--- src/rtl/imm_pkg.sv ---
// Shared constants for the decode-stage immediate generator: format selects, RV opcodes and
// the XLEN legality check.
package imm_pkg;

  localparam logic [2:0] IMM_SEL_I   = 3'b000;
  localparam logic [2:0] IMM_SEL_S   = 3'b001;
  localparam logic [2:0] IMM_SEL_B   = 3'b010;
  localparam logic [2:0] IMM_SEL_U   = 3'b011;
  localparam logic [2:0] IMM_SEL_J   = 3'b100;
  localparam logic [2:0] IMM_SEL_Z   = 3'b101;
  localparam logic [2:0] IMM_SEL_ILL = 3'b110;

  localparam logic [6:0] OPC_LOAD     = 7'b0000011;
  localparam logic [6:0] OPC_OP_IMM   = 7'b0010011;
  localparam logic [6:0] OPC_JALR     = 7'b1100111;
  localparam logic [6:0] OPC_MISC_MEM = 7'b0001111;
  localparam logic [6:0] OPC_SYSTEM   = 7'b1110011;
  localparam logic [6:0] OPC_STORE    = 7'b0100011;
  localparam logic [6:0] OPC_BRANCH   = 7'b1100011;
  localparam logic [6:0] OPC_LUI      = 7'b0110111;
  localparam logic [6:0] OPC_AUIPC    = 7'b0010111;
  localparam logic [6:0] OPC_JAL      = 7'b1101111;

  function automatic bit xlen_legal(input int unsigned xlen);
    return (xlen == 32) || (xlen == 64);
  endfunction

endpackage

--- src/rtl/imm_extract.sv ---
// Combinational immediate extraction and sign extension for all RV immediate formats.
// IMM_AUTO_DECODE_EN: derive the format from the opcode instead of sel.
module imm_extract
  import imm_pkg::*;
#(
  parameter int unsigned XLEN = 32
) (
  input  logic [31:0]     instr,
  input  logic [2:0]      sel,
  output logic [XLEN-1:0] imm,
  output logic            illegal
);

  logic [2:0]  fmt;
  logic [31:0] imm32;

`ifdef IMM_AUTO_DECODE_EN
  logic unused_sel;
  assign unused_sel = ^sel;

  always_comb begin
    fmt = IMM_SEL_ILL;
    case (instr[6:0])
      OPC_LOAD, OPC_OP_IMM, OPC_JALR, OPC_MISC_MEM: fmt = IMM_SEL_I;
      OPC_SYSTEM:          fmt = instr[14] ? IMM_SEL_Z : IMM_SEL_I;
      OPC_STORE:           fmt = IMM_SEL_S;
      OPC_BRANCH:          fmt = IMM_SEL_B;
      OPC_LUI, OPC_AUIPC:  fmt = IMM_SEL_U;
      OPC_JAL:             fmt = IMM_SEL_J;
      default:             fmt = IMM_SEL_ILL;
    endcase
  end
`else
  assign fmt = sel;
`endif

  // Every format is first formed as a 32-bit value already extended from its own MSB.
  always_comb begin
    imm32   = '0;
    illegal = 1'b0;
    case (fmt)
      IMM_SEL_I: imm32 = {{20{instr[31]}}, instr[31:20]};
      IMM_SEL_S: imm32 = {{20{instr[31]}}, instr[31:25], instr[11:7]};
      IMM_SEL_B: imm32 = {{19{instr[31]}}, instr[31], instr[7], instr[30:25], instr[11:8], 1'b0};
      IMM_SEL_U: imm32 = {instr[31:12], 12'b0};
      IMM_SEL_J: imm32 = {{11{instr[31]}}, instr[31], instr[19:12], instr[20], instr[30:21],
                          1'b0};
      IMM_SEL_Z: imm32 = {27'b0, instr[19:15]};
      default:   illegal = 1'b1;
    endcase
  end

  // Z has bit 31 clear, so widening by bit 31 is correct for all formats.
  if (XLEN > 32) begin : g_wide
    assign imm = {{(XLEN-32){imm32[31]}}, imm32};
  end else begin : g_narrow
    assign imm = imm32[XLEN-1:0];
  end

endmodule

--- src/rtl/imm_gen_pipe.sv ---
// Registered immediate generator with valid/ready handshake and a one-entry skid buffer.
// IMM_AUTO_DECODE_EN (in imm_extract) selects opcode-driven format decoding.
module imm_gen_pipe
  import imm_pkg::*;
#(
  parameter int unsigned XLEN  = 32,
  parameter int unsigned TAG_W = 32
) (
  input  logic             clk,
  input  logic             rst,
  input  logic             flush,
  input  logic             in_valid,
  output logic             in_ready,
  input  logic [31:0]      in_instr,
  input  logic [2:0]       in_imm_sel,
  input  logic [TAG_W-1:0] in_tag,
  output logic             out_valid,
  input  logic             out_ready,
  output logic [XLEN-1:0]  out_imm,
  output logic [TAG_W-1:0] out_tag,
  output logic             out_illegal
);

  if (!xlen_legal(XLEN)) begin : g_bad_xlen
    $error("imm_gen_pipe: XLEN must be 32 or 64");
  end

  typedef struct packed {
    logic             valid;
    logic [XLEN-1:0]  imm;
    logic [TAG_W-1:0] tag;
    logic             illegal;
  } entry_t;

  entry_t or_q, or_d, sk_q, sk_d, in_entry;
  logic [XLEN-1:0] ext_imm;
  logic            ext_illegal;
  logic            or_load;
  logic            in_fire;

  imm_extract #(
    .XLEN(XLEN)
  ) u_extract (
    .instr  (in_instr),
    .sel    (in_imm_sel),
    .imm    (ext_imm),
    .illegal(ext_illegal)
  );

  assign in_entry = '{valid: 1'b1, imm: ext_imm, tag: in_tag, illegal: ext_illegal};
  assign or_load  = !or_q.valid || out_ready;
  assign in_fire  = in_valid && !sk_q.valid;

  // in_ready is low whenever SK is valid, so SK->OR and input capture never coincide.
  always_comb begin
    or_d = or_q;
    sk_d = sk_q;
    if (flush) begin
      or_d.valid = 1'b0;
      sk_d.valid = 1'b0;
    end else if (or_load) begin
      if (sk_q.valid) begin
        or_d       = sk_q;
        sk_d.valid = 1'b0;
      end else if (in_fire) begin
        or_d = in_entry;
      end else begin
        or_d.valid = 1'b0;
      end
    end else if (in_fire) begin
      sk_d = in_entry;
    end
  end

  always_ff @(posedge clk) begin
    if (rst) begin
      or_q <= '0;
      sk_q <= '0;
    end else begin
      or_q <= or_d;
      sk_q <= sk_d;
    end
  end

  assign in_ready    = !sk_q.valid;
  assign out_valid   = or_q.valid;
  assign out_imm     = or_q.imm;
  assign out_tag     = or_q.tag;
  assign out_illegal = or_q.illegal;

endmodule

--- config.mk ---
export PLATFORM = sky130hd
export DESIGN_NAME = imm_gen_pipe
export DESIGN_NICKNAME = d
export VERILOG_FILES = /design/src/rtl/imm_pkg.sv /design/src/rtl/imm_extract.sv /design/src/rtl/imm_gen_pipe.sv
export SDC_FILE = /design/constraint.sdc
export NUM_CORES = 1
export LEC_CHECK = 0
export BUFFER_PORTS_ARGS = -buffer_cell sky130_fd_sc_hd__buf_2
export CORE_UTILIZATION = 54
export CTS_CLUSTER_DIAMETER = 50
export DETAILED_ROUTE_END_ITERATION = 12
export HOLD_SLACK_MARGIN = 0.02
export PLACE_DENSITY = 0.89
export SYNTH_ARGS = -nofsm -noshare
export SYNTH_HDL_FRONTEND = slang
export SYNTH_SLANG_ARGS = --single-unit
--- constraint.sdc ---
create_clock -name clk -period 2.08 [get_ports clk]
set_clock_uncertainty 0.2 [all_clocks]
set_input_delay 0.208 -clock clk [delete_from_list [all_inputs] [get_ports clk]]
set_output_delay 0.208 -clock clk [all_outputs]
set_load 0.05 [all_outputs]
Word-level counts from Yosys, hierarchy flattened
Index checks and enable logic that the tools add are counted.
Widths: inputs -> output; s select.
{"block": "word_totals", "input_bits": 72, "regBits": 132, "elab_cells": 31, "output_inout_bits": 67}
{"block": "op_classes", "bitwise": 2, "mux": 5, "n_eq_ne": 5, "n_reduce_logical": 11}
{"cell": "$pmux 32 s6", "count": 1}
{"cell": "$mux 66", "count": 1}
{"cell": "$mux 65", "count": 1}
{"cell": "$eq 3x2->1 const B", "count": 2}
{"cell": "$eq 3x3->1 const B", "count": 2}
{"cell": "$reduce_and 3->1", "count": 2}
{"cell": "$reduce_or 6->1", "count": 1}
{"cell": "$eq 3x1->1 const B", "count": 1}
{"cell": "$logic_not 3->1", "count": 1}
{"cell": "$reduce_or 3->1", "count": 1}
{"cell": "$logic_not 1->1", "count": 2}
{"cell": "$mux 1", "count": 2}
{"cell": "$not 1->1", "count": 2}
{"cell": "$reduce_bool 2->1", "count": 1}
{"cell": "$reduce_or 2->1", "count": 1}
{"cell": "$logic_and 1x1->1", "count": 1}
{"cell": "$logic_or 1x1->1", "count": 1}

Logic depth before layout (Yosys ltp)
Gate-level depths: netlist (run 1).
{"block": "depth", "depth_word": 5, "ltp_mapped": 7, "mapped_depth_nobuf": 4}

Modules after synthesis
A second synthesis (run 1) with hierarchy kept.
{"block": "unflattened", "cells_unflattened": 741, "area_unflattened_um2": 6845.3}
{"mod": "imm_gen_pipe", "instances": 1, "seq_area_each_um2": 2642.5, "cells_each": 660, "area_per_inst_um2": 6307.3}
{"mod": "imm_extract", "instances": 1, "seq_area_each_um2": 0.0, "cells_each": 81, "area_per_inst_um2": 538.0}

Least setup slack after synthesis (run 1)
Ideal clock, no wire load.
{"block": "synth_timing", "kind": "register -> register", "from": "reg or_q (netlist bit out_valid)", "to": "reg sk_q[56] (netlist bit)", "t_required_ns": 1.748, "setup_time_ns": 0.132, "n_path_buf": 2, "path_stages_with_launch": 7, "period_less_slack_ns": 2.027, "path_slack_ns": 0.053, "t_arrival_ns": 1.695, "path_cell_list": "dfxtp_1 > nand2b_4 > or3_1 > buf_2 > buf_6 > a211oi_2 > nor3_1"}
{"block": "synth_between", "elab_chain_cells": 4}
{"element": "from (decl)", "line_no": "imm_gen_pipe.sv:35", "source": "entry_t or_q, or_d, sk_q, sk_d, in_entry;"}
{"element": "from (signal assigned)", "line_no": "imm_gen_pipe.sv:80", "source": "or_q <= or_d;"}
{"element": "$logic_not 1->1", "line_no": "imm_gen_pipe.sv:51", "source": "assign or_load = !or_q.valid || out_ready;"}
{"element": "$logic_or 1x1->1", "line_no": "imm_gen_pipe.sv:51"}
{"element": "$not 1->1 (no source line)"}
{"element": "$reduce_and 3->1 (no source line)"}
{"element": "to (signal assigned)", "line_no": "imm_gen_pipe.sv:81", "source": "sk_q <= sk_d;"}
{"element": "to (decl)", "line_no": "imm_gen_pipe.sv:35"}
No other way between the ends.
A chain may end at the register's enable or synchronous reset.

Worst setup path in the final report (run 1)
{"block": "layout_timing", "from": "reg sk_q[65] (netlist bit)", "to": "out in_ready"}
{"block": "layout_between", "elab_chain_cells": 1}
{"element": "$logic_not 1->1", "line_no": "imm_gen_pipe.sv:85", "source": "assign in_ready = !sk_q.valid;"}
{"element": "to (decl)", "line_no": "imm_gen_pipe.sv:13", "source": "output logic in_ready,"}
No other way between the ends.

==> results by group, run 1 <==
Setup path
  • CP required: roughly 1.7 ns
  • R2r setup slk: roughly 0.14 ns
  • Bufs and invs on worst path: 3
  • Cells along the critical path: buf_6 > clkinvlp_4 > buf_2
  • Critical Path Slowest Stage Cell: dfxtp_4
  • Crit. path cell count: 3
  • Critical setup path kind: flop to output port
  • Worst reg-to-reg path cell count: 5
  • Crit Path Max Fanout: 16
  • Crit. Startpoint: sk_q[65]
  • Top Family by Delay on Critical Path: buffers and inverters
  • RR Startpoint: sk_q[65]
  • CP endpoint kind: output port
  • Critical Path AT: roughly 1.6 ns
  • Worst path max stage delay: 0.45 ns
  • CP startpoint kind: flop
  • FF-to-FF End: sk_q[57]
  • CP Capture Point: in_ready

Pwr
  • Leakage: around 0.0031 uW
  • Pwr/cell area: approximately 800 mW/mm^2
  • Max IR drop VDD: slightly above 0.0005 V
  • Final total power: about 6400 uW

Synth
  • Syn Nets: about 770
  • Compound-Gate Fraction of Synth Area: approximately a fifth
  • Xor-xnor portion of the synthesized cell area: 0%
  • Syn Inst Count: 695
  • Yosys top cell by area: dfxtp_1
  • Post-Synth Adder-Cell Area: less than 1%
  • Multiplexer share of the synthesized area: under 10%
  • Syn Area/Cell: around 8.7 um^2
  • Synth Area in Simple Gates: a little under a quarter
  • Mapped Area: between 0.006 and 0.007 mm^2
  • Sequential area share after synthesis: between 40% and 50%
  • Synth Warn #: 0
  • Yosys top cell area share: a little over two fifths
  • Synthesized flop and latch total: approximately 130
  • Synth top area cells: dfxtp_1 44%, mux2i_1 7.1%, a211oi_1 5.9%
  • Main combinational cell family by area after synthesis: simple AND/OR/NAND/NOR gates
  • Number of distinct library cells after synthesis: 46

GRT
  • Congestion Overflow GR: 0
  • First-pass GRT wire length: ~26000 um
  • Pin count of the biggest net entering global routing: 76
  • Vias in the first global route: about 5400
  • Met2 usage: ~49%
  • Met1 global-route usage: around a third
  • Antenna violations before repair: 0
  • GRT busiest layer: met2
  • M3 GR Usage: 7.715%
  • GRT Util Overall: 28.70%

Detailed routing
  • Routed length per instance: between 15 and 20 um
  • Vias per Instance: ~5.7
  • Drt pass-1 iters: 5
  • Final wirelength: roughly 16000 um
  • Post-route ant nets: 0
  • Via count: 5743
  • # DRC: 0
  • Iter 0 DRT Violations: between 500 and 600

STA
  • Hold Fails Final Rpt: 0
  • Tmin final: between 1.5 and 2 ns
  • Max-slew violations: 0
  • Final setup viols: 0
  • Final Cycle Share: between 90 and 100%
  • Setup TNS: 0 ns
  • RSZ-0062 raised after global routing: false
  • Slew @ Worst Pin: 0.7715 ns
  • Max-slew headroom: about half
  • FMAX: approximately 0.50 GHz

Floorplanning
  • Die height: around 110 um
  • Initial Util: a little under three fifths
  • Cell row count: 38
  • Core area: approximately 0.011 mm^2
  • I/O pin count: 139
  • Die W: 108.0 um
  • Die area: between 0.01 and 0.015 mm^2

Placement
  • Cell Area, Placed: ~0.0068 mm^2
  • GPL Wtd Cong: between 0.8 and 0.9
  • Placed Instances: between 900 and 1000
  • Dpl hpwl: approximately 9900 um
  • Port Buffer Count: about 130

Final layout
  • Layout cells sized above 1: 25.69%
  • Layout area overhead: 30.85%
  • Post-route insts no fill: between 1000 and 1500
  • Final instance area: approximately 0.0079 mm^2
  • Inserted Diodes: 0
  • Final #Nets: between 900 and 1000

Min path
  • Worst Hold Class: input pin to flop

Clock tree
  • Clock transition at the registers of the reported paths: around 0.06 ns
  • Total CTS buffers: 17
  • Clock H-tree levels: 4
  • Max clock buf depth: 2
  • Clock sink count: between 100 and 150
  • CTS tree: built
  • CTS root buffer: clkbuf_8
  • Skew-Pair Late Insertion Delay: approximately 0.52 ns

Outcome
  • Status: finished, final reports clean

Flow run
  • Max-cap violations: 0
==> where the power goes <==
part / internal, uW / switching (uW) / total (uW)
clock network: 1490 / 1230 / 2720
logic: 337 / 643 / 980
registers: 2620 / 46.4 / 2660
total: 4440 / 1920 / 6360
==> through the flow <==
step	util [%]	hold slack [ns]	setup WS, ns
2_1_floorplan	-	0.1440	0.05256
3_3_place_gp	62.62	0.2379	0.2031
3_5_place_dp	62.62	0.2454	0.1432
4_1_cts	72.85	0.02540	0.06809
5_1_grt	72.87	0.07162	0.02106
6_report	72.87	0.05119	0.08035
==> kinds of logic after synthesis <==
group                      after synthesis
buffers and inverters                   68
AOI/OAI and AO/OA                      166
adders and majority gates                1
muxes                                   44
and+or+nand+nor                        284
DFF                                    132
==> registers in the layout, summed over array words and instances, names as in the netlist <==
| signal | flops |
|---|---|
| out_illegal | 1 |
| out_imm | 32 |
| out_tag | 32 |
| out_valid | 1 |
| sk_q | 66 |
==> placed cells by master (no fill, tap or decap), drive strengths merged, types with 10 or more instances in the layout <==
cell type	n
a211oi	54
mux2i	43
nand2b	17
buf	156
nand2	70
dfxtp	132
nor3	43
nor2	94
nand3b	21
clkbuf	17
dlygate4sd3	56
o21ai	10
nand3	10
a221oi	11
o41ai	11
a21oi	64
==> what timing repair did <==
| item | 4_1_cts | 5_1_grt |
|---|---|---|
| hold buffers | 56 | 0 |
| cloned | 0 | 0 |
| buffers inserted | 1 | 0 |
| setup endpoints to repair | 1 | 1 |
| resized for setup | 2 | 1 |
| pin swaps | 0 | 0 |
| endpoints found under the hold margin | 111 | 0 |
==> worst min-delay path by stage <==
stage	cells past startpoint	slack (ns)	end	startpoint
final	5	0.05	sk_q[37]	in_instr[11]
after global routing	4	0.07	sk_q[44]	in_instr[7]
after CTS	2	0.03	sk_q[41]	rst
after detailed placement	2	0.25	sk_q[33]	sk_q[33]
after global placement	2	0.24	out_illegal	out_illegal
after floorplan	2	0.14	sk_q[10]	in_tag[9]
==> cell type report <==
| cell class | instances | area [um^2] |
|---|---|---|
| clock buffers | 17 | 414.1 |
| clock inverters | 15 | 123.9 |
| fillers | 766 | 2954 |
| inverters | 1 | 7.507 |
| multi-input cells | 495 | 3094 |
| flip-flops and latches | 132 | 2646 |
| well taps | 140 | 175.2 |
| repair buffers | 212 | 1473 |
==> synthesized netlist by cell type (all sizes together) <==
library cell	count
dfxtp	132
nor2	94
nand2	70
a21oi	64
a211oi	54
mux2i	43
nor3	43
buf	38
clkbuf	29
nand3b	21
nand2b	17
a221oi	11
o41ai	11
nand3	10
o21ai	10
and2	9
a22oi	6
o211ai	6
or3b	4
or4bb	4
nor4	3
or3	3
nor2b	2
a2111oi	1
a21o	1
a22o	1
and3b	1
inv	1
maj3	1
mux2	1
nand4b	1
nor3b	1
nor4bb	1
o21a	1
==> routing by layer <==
metal  vias to the layer above  share of wire [%]
li1                       2811                  -
met1                      2687                 42
met2                       214                 50
met3                        31                6.0
met4                         0                2.1
met5                         -                  0
==> tightest hold or removal path, cell delays in order <==
cell and delay [ns]:
buf_2 0.10, or4bb_1 0.16, o211ai_1 0.09, nor2_1 0.11, nor3_1 0.04
Power figures use the tool's default switching activity.
==> run 2, diff against run 1 <==
==> constraint.sdc (replaced) <==
create_clock -name clk -period 2.08 [get_ports clk]
set_clock_uncertainty 0.2 [all_clocks]
set_input_delay 0.104 -clock clk [delete_from_list [all_inputs] [get_ports clk]]
set_output_delay 0.104 -clock clk [all_outputs]
set_load 0.05 [all_outputs]
==> run 2 against run 1 <==
Cell area increased by 1.8%. Maximum frequency decreased by 1.8%. Register-to-register slack got worse by 0.02 ns. Setup slack got worse by 0.036 ns. Highest routed layer unchanged.
==> results by group, run 2 (same netlist as run 1, synthesis figures left out) <==
Outcome
  • Status: finished, final reports clean

GRT
  • Pin count of the biggest net entering global routing: 71 (-6.6%)
  • First-pass GRT wire length: 26140 um (-0.50%)
  • Antenna violations before repair: 0 (unchanged)
  • Congestion Overflow GR: 0 (unchanged)
  • Vias in the first global route: 5432 (+0.99%)
  • GRT Util Overall: 28.38% (-0.32 points)

Setup path
  • Cells along the critical path: dlygate4sd3_1 > clkbuf_4 > mux2_2 > a22o_1 > dlygate4sd3_1 > nand3b_1 > a21oi_1
  • FF-to-FF End: sk_q[55]
  • CP required: 2.23 ns (+0.56 ns)
  • Critical setup path kind: input pin to flop
  • Critical Path Slowest Stage Cell: dlygate4sd3_1
  • R2r setup slk: 0.12 ns (-0.02 ns)
  • CP startpoint kind: input pin
  • CP endpoint kind: flop
  • Crit. Startpoint: in_imm_sel[2]
  • Crit Path Max Fanout: 17 (+1)
  • Bufs and invs on worst path: 3 (unchanged)
  • RR Startpoint: out_valid
  • Critical Path AT: 2.19 ns (+0.60 ns)
  • CP Capture Point: sk_q[33]
  • Most frequent CP cell: dlygate4sd3_1
  • Worst reg-to-reg path cell count: 5 (unchanged)
  • Crit. path cell count: 7 (+4)
  • Top Family by Delay on Critical Path: buffers and inverters
  • Worst path max stage delay: 0.56 ns (+0.11 ns)

Final layout
  • Layout cells sized above 1: 24.80% (-0.89 points)
  • Inserted Diodes: 0 (unchanged)
  • Final #Nets: 938 (+0.75%)
  • Post-route insts no fill: 1019 (+0.69%)
  • Commonest cells after routing, fill and taps aside: 131 x dfxtp_1, 129 x buf_2, 93 x nor2_1, 70 x nand2_1, 67 x dlygate4sd3_1
  • Layout area overhead: 33.24%
  • Most flops, register: sk_q
  • Most common cell after layout, fill and taps aside: dfxtp_1
  • Max reg flops: 66 (unchanged)

STA
  • Hold Worst Slack: 0.1966 ns (+0.1454 ns)
  • Setup TNS: 0 ns (unchanged)
  • Hold Fails Final Rpt: 0 (unchanged)
  • RSZ-0062 raised after global routing: false
  • Final setup margin: 0.04413 ns (-0.03622 ns)
  • Slew @ Worst Pin: 0.7407 ns (-0.03077 ns)
  • Final setup viols: 0 (unchanged)
  • Max-slew violations: 0 (unchanged)
  • Final Cycle Share: 97.88% (+1.7 points)
  • Tmin final: 2.036 ns (+0.03622 ns)
  • FMAX: 0.4912 GHz (-1.8%)
  • Max-slew headroom: 50.62% (+2.1 points)

Placement
  • GPL Wtd Cong: 0.8156 (-0.60%)
  • Placed Instances: 919 (-0.43%)
  • Pre-CTS setup slack: 0.1399 ns (-0.003298 ns)
  • Port Buffer Count: 131 (unchanged)
  • Dpl hpwl: 9331 um (-5.5%)

Detailed routing
  • Routed length per instance: 16.04 um (-1.6%)
  • Drt pass-1 iters: 8 (+3)
  • Post-route ant nets: 0 (unchanged)
  • Final wirelength: 16340 um (-0.93%)
  • # DRC: 0 (unchanged)
  • Iter 0 DRT Violations: 507 (-2.1%)
  • Via count: 5792 (+0.85%)
  • Vias per Instance: 5.684 (+0.16%)

Clock tree
  • Clock sink count: 132 (unchanged)
  • Clock H-tree levels: 4 (unchanged)
  • CTS tree: built
  • Skew-Pair Late Insertion Delay: 0.51 ns (about the same)
  • Total CTS buffers: 17 (unchanged)
  • Max clock buf depth: 2 (unchanged)
  • Clock transition at the registers of the reported paths: 0.06 ns (about the same)
  • CTS root buffer: clkbuf_8

Flow run
  • Max-cap violations: 0 (unchanged)

Floorplanning
  • Die height: 108.0 um (unchanged)
  • I/O pin count: 139 (unchanged)
  • Cell row count: 38 (unchanged)
  • Initial Util: 55.69% (unchanged)
  • Core area: 0.01089 mm^2 (unchanged)
  • Die W: 108.0 um (unchanged)
  • Die area: 0.01166 mm^2 (unchanged)

Pwr
  • Max IR drop VDD: 0.0005229 V (+3.3%)
  • Leakage: 0.003118 uW (+1.8%)
  • Pwr/cell area: 822.5 mW/mm^2 (+2.6%)
  • Final total power: 6645 uW (+4.5%)

Min path
  • Worst Hold Class: input pin to flop
[run 2: cell types whose count changed in the layout (fill, tap and decap cells not counted), sizes merged]
cell / previous run / this run
clkinvlp: 6 / 5
inv: 6 / 3
buf: 156 / 151
clkbuf: 17 / 19
bufinv: 0 / 3
dlygate4sd3: 56 / 67
[run 2: final cells by class]
class | count | area [um^2]
clock inverter | 14 | 177.7
multi-input combinational | 495 | 3092
fill | 753 | 2809
tap | 140 | 175.2
sequential | 132 | 2646
clock buffer | 18 | 417.9
timing repair buffer | 219 | 1563
inverter | 1 | 7.507
[run 2: repair_timing]
item,in CTS,in global routing
setup buffers,1,0
hold buffers,67,0
setup endpoints to repair,1,3
endpoints found under the hold margin,128,0
resized for setup,1,4
[run 2: worst min-delay path by stage]
stage | cells past startpoint | start | endpoint | slack [ns]
2_1_floorplan | 2 | in_tag[9] | sk_q[10] | 0.04
3_3_place_gp | 3 | in_tag[29] | sk_q[30] | 0.16
3_5_place_dp | 3 | in_tag[29] | sk_q[30] | 0.16
4_1_cts | 4 | in_tag[25] | sk_q[26] | 0.17
5_1_grt | 4 | in_tag[21] | sk_q[22] | 0.19
6_report | 4 | in_tag[0] | sk_q[1] | 0.20
[run 2: per-layer routing]
layer	routed length, um	vias to the layer above	global-route usage, %
met5	0	-	0
met4	187	0	7.534
met3	944	24	6.992
met2	8254	224	50.05
met1	6954	2709	34.25
li1	-	2835	-
[run 2: where the power goes]
part	switching [uW]	internal [uW]	total, uW
sequential	46.3	2620	2660
combinational	644	351	996
clock	1150	1840	2990
[run 2: per-stage QoR]
| step | instance area [um^2] | util, % |
|---|---|---|
| floorplan | 6063 | - |
| global placement | 6788 | 62.34 |
| detailed placement | 6788 | 62.34 |
| CTS | 8065 | 74.07 |
| global route | 8079 | 74.20 |
| finish | 8079 | 74.20 |
[run 2: worst min-delay path: cells and delay by family]
kind | cells | cell delay, ns
AO/OA/AOI/OAI | 1 | 0.05
buffers and inverters | 2 | 0.65
AND/OR/NAND/NOR | 1 | 0.05
==> run 3, diff against run 2 <==
--- a/config.mk
+++ b/config.mk
@@ -5,12 +5,14 @@
 export SDC_FILE = /design/constraint.sdc
 export NUM_CORES = 1
 export LEC_CHECK = 0
-export BUFFER_PORTS_ARGS = -buffer_cell sky130_fd_sc_hd__buf_2
+export BUFFER_PORTS_ARGS = -buffer_cell sky130_fd_sc_hd__clkbuf_2
 export CORE_UTILIZATION = 54
 export CTS_CLUSTER_DIAMETER = 50
 export DETAILED_ROUTE_END_ITERATION = 12
 export HOLD_SLACK_MARGIN = 0.02
 export PLACE_DENSITY = 0.89
+export RECOVER_POWER = 50
+export SLEW_MARGIN = 30
 export SYNTH_ARGS = -nofsm -noshare
 export SYNTH_HDL_FRONTEND = slang
 export SYNTH_SLANG_ARGS = --single-unit
==> run 3 against run 2 <==
Power fell by 4.3%. Register-to-register slack got worse by 0.02 ns. Highest routed layer unchanged. Combinational power fell by 2.7%. Critical path type is now flop to flop. Non-clock buffer count up 4. Maximum frequency is 3.0% higher. Sequential power about the same.
==> results by group, run 3 (same netlist as run 1, synthesis figures left out) <==
Pwr
  • Leakage: 0.002849 uW (-8.6%)
  • Max IR drop VDD: 0.0006343 V (+21%)
  • Pwr/cell area: 805.1 mW/mm^2 (-2.1%)

Setup path
  • CP startpoint kind: flop
  • Critical Path Slowest Stage Cell: or3_2
  • Worst path max stage delay: 0.50 ns (-0.06 ns)
  • R2r setup slk: 0.10 ns (-0.02 ns)
  • CP required: 2.25 ns (+0.02 ns)
  • Bufs and invs on worst path: 1 (-2)
  • Cells along the critical path: nand2b_4 > or3_2 > buf_6 > a211oi_1 > nor3_1
  • Crit Path Max Fanout: 39 (+22)
  • CP endpoint kind: flop
  • Critical Path AT: 2.15 ns (-0.04 ns)
  • Top Family by Delay on Critical Path: simple AND/OR/NAND/NOR gates
  • Critical setup path kind: flop to flop

STA
  • Final setup viols: 0 (unchanged)
  • RSZ-0062 raised after global routing: false
  • Final Cycle Share: 95.07% (-2.8 points)
  • Hold Fails Final Rpt: 0 (unchanged)
  • Slew @ Worst Pin: 0.7132 ns (-0.02751 ns)
  • Max-slew headroom: 52.45% (+1.8 points)
  • Setup TNS: 0 ns (unchanged)
  • Tmin final: 1.977 ns (-0.05850 ns)
  • Hold Worst Slack: 0.1723 ns (-0.02433 ns)
  • Max-slew violations: 0 (unchanged)
  • FMAX: 0.5057 GHz (+3.0%)

GRT
  • Vias in the first global route: 5316 (-2.1%)
  • Antenna violations before repair: 0 (unchanged)
  • First-pass GRT wire length: 26070 um (-0.29%)
  • GRT Util Overall: 28.58% (+0.20 points)
  • Congestion Overflow GR: 0 (unchanged)
  • Pin count of the biggest net entering global routing: 72 (+1.4%)

Clock tree
  • Clock H-tree levels: 4 (unchanged)
  • Skew-Pair Late Insertion Delay: 0.52 ns (about the same)
  • Max clock buf depth: 2 (unchanged)
  • CTS tree: built
  • CTS root buffer: clkbuf_8
  • Clock sink count: 132 (unchanged)
  • Total CTS buffers: 17 (unchanged)
  • Clock transition at the registers of the reported paths: 0.06 ns (about the same)

Final layout
  • Inserted Diodes: 0 (unchanged)
  • # fillers: 795 (+5.6%)
  • Multi-input logic area: 0.003074 mm^2 (-0.57%)
  • Layout cells sized above 1: 16.84% (-8.0 points)
  • Commonest cells after routing, fill and taps aside: 131 x dfxtp_1, 93 x nor2_1, 70 x nand2_1, 70 x clkbuf_1, 66 x clkbuf_2
  • Most flops, register: sk_q
  • Max reg flops: 66 (unchanged)
  • Most common cell after layout, fill and taps aside: dfxtp_1
  • Layout area overhead: 30.25%
  • Final #Nets: 942 (+0.43%)
  • Reg area: 0.002646 mm^2 (unchanged)

Floorplanning
  • Initial Util: 55.69% (unchanged)
  • Die W: 108.0 um (unchanged)
  • Cell row count: 38 (unchanged)
  • Die area: 0.01166 mm^2 (unchanged)
  • Core area: 0.01089 mm^2 (unchanged)
  • Die height: 108.0 um (unchanged)
  • I/O pin count: 139 (unchanged)

Detailed routing
  • Drt pass-1 iters: 5 (-3)
  • Iter 0 DRT Violations: 604 (+19%)
  • Vias per Instance: 5.663 (-0.36%)
  • Routed length per instance: 16.11 um (+0.50%)
  • Post-route ant nets: 0 (unchanged)
  • # DRC: 0 (unchanged)
  • Via count: 5771 (-0.36%)
  • Final wirelength: 16420 um (+0.50%)

Outcome
  • Status: finished, final reports clean

Flow run
  • Max-cap violations: 0 (unchanged)

Placement
  • Dpl hpwl: 9570 um (+2.6%)
  • GPL Wtd Cong: 0.8067 (-1.1%)
  • Port Buffer Count: 131 (unchanged)

Min path
  • Worst Hold Class: input pin to flop
==> run 3: changes by cell type in the layout (fill, tap and decap cells not counted), moves of 3 or more <==
cell        previous run  this run
buf_4                 14        21
clkinv_4               3         0
clkinvlp_4             5         2
inv_6                  3         0
clkbuf_1               1        70
buf_2                129         0
clkbuf_2               0        66
==> run 3: layout make-up <==
class / count / area share [%]
sequential: 132 / 33.51
multi-input combinational: 495 / 38.93
clock inverter: 6 / 1.046
timing repair buffer: 223 / 18.60
inverter: 1 / 0.09506
clock buffer: 22 / 5.608
tap: 140 / 2.218
==> run 3: tightest hold or removal path, stage by stage <==
cell and delay (ns):
dlygate4sd3_1 0.53, clkbuf_2 0.11, nand2_1 0.05, a21oi_1 0.05
==> run 3: final timing paths <==
| path | from | end | cells past startpoint |
|---|---|---|---|
| hold reg to reg | sk_q[30] | sk_q[30] | 2 |
| hold / removal | in_tag[30] | sk_q[31] | 4 |
| setup / recovery | out_valid | sk_q[54] | 5 |
| setup reg to reg | out_valid | sk_q[54] | 5 |
==> run 3: power by group <==
group / internal [uW] / leakage [uW] / switching, uW
registers: 2620 / 0.00107 / 51.1
clock network: 1700 / 0.000256 / 1020
logic: 324 / 0.00152 / 645
total: 4640 / 0.00285 / 1720
==> run 3: what timing repair did <==
action                                  CTS  global route
hold buffers                             65             0
gates resized for setup                   2             1
setup buffers                             1             0
endpoints found under the hold margin   131             0
endpoints found under the setup margin    1             1
==> run 3: routing by layer <==
layer	wire (um)	vias to the layer above	share of wire, %	GRT usage [%]
met3	949	25	5.8	6.028
met1	7043	2698	43	35.38
met2	8172	218	50	49.00
met5	0	-	0	0
li1	-	2830	-	-
met4	255	0	1.6	9.980
==> run 3: per-stage QoR <==
step	total power (uW)	std cells	worst slack (ns)	cell area (um^2)	util, %
2_1_floorplan	3337	695	0.05256	6063	-
3_3_place_gp	3571	925	0.1704	6808	62.53
3_5_place_dp	3587	925	0.09331	6808	62.53
4_1_cts	6381	1019	0.02286	7999	73.47
5_1_grt	6596	1019	0.03127	7898	72.54
6_report	6358	1019	0.1026	7898	72.54
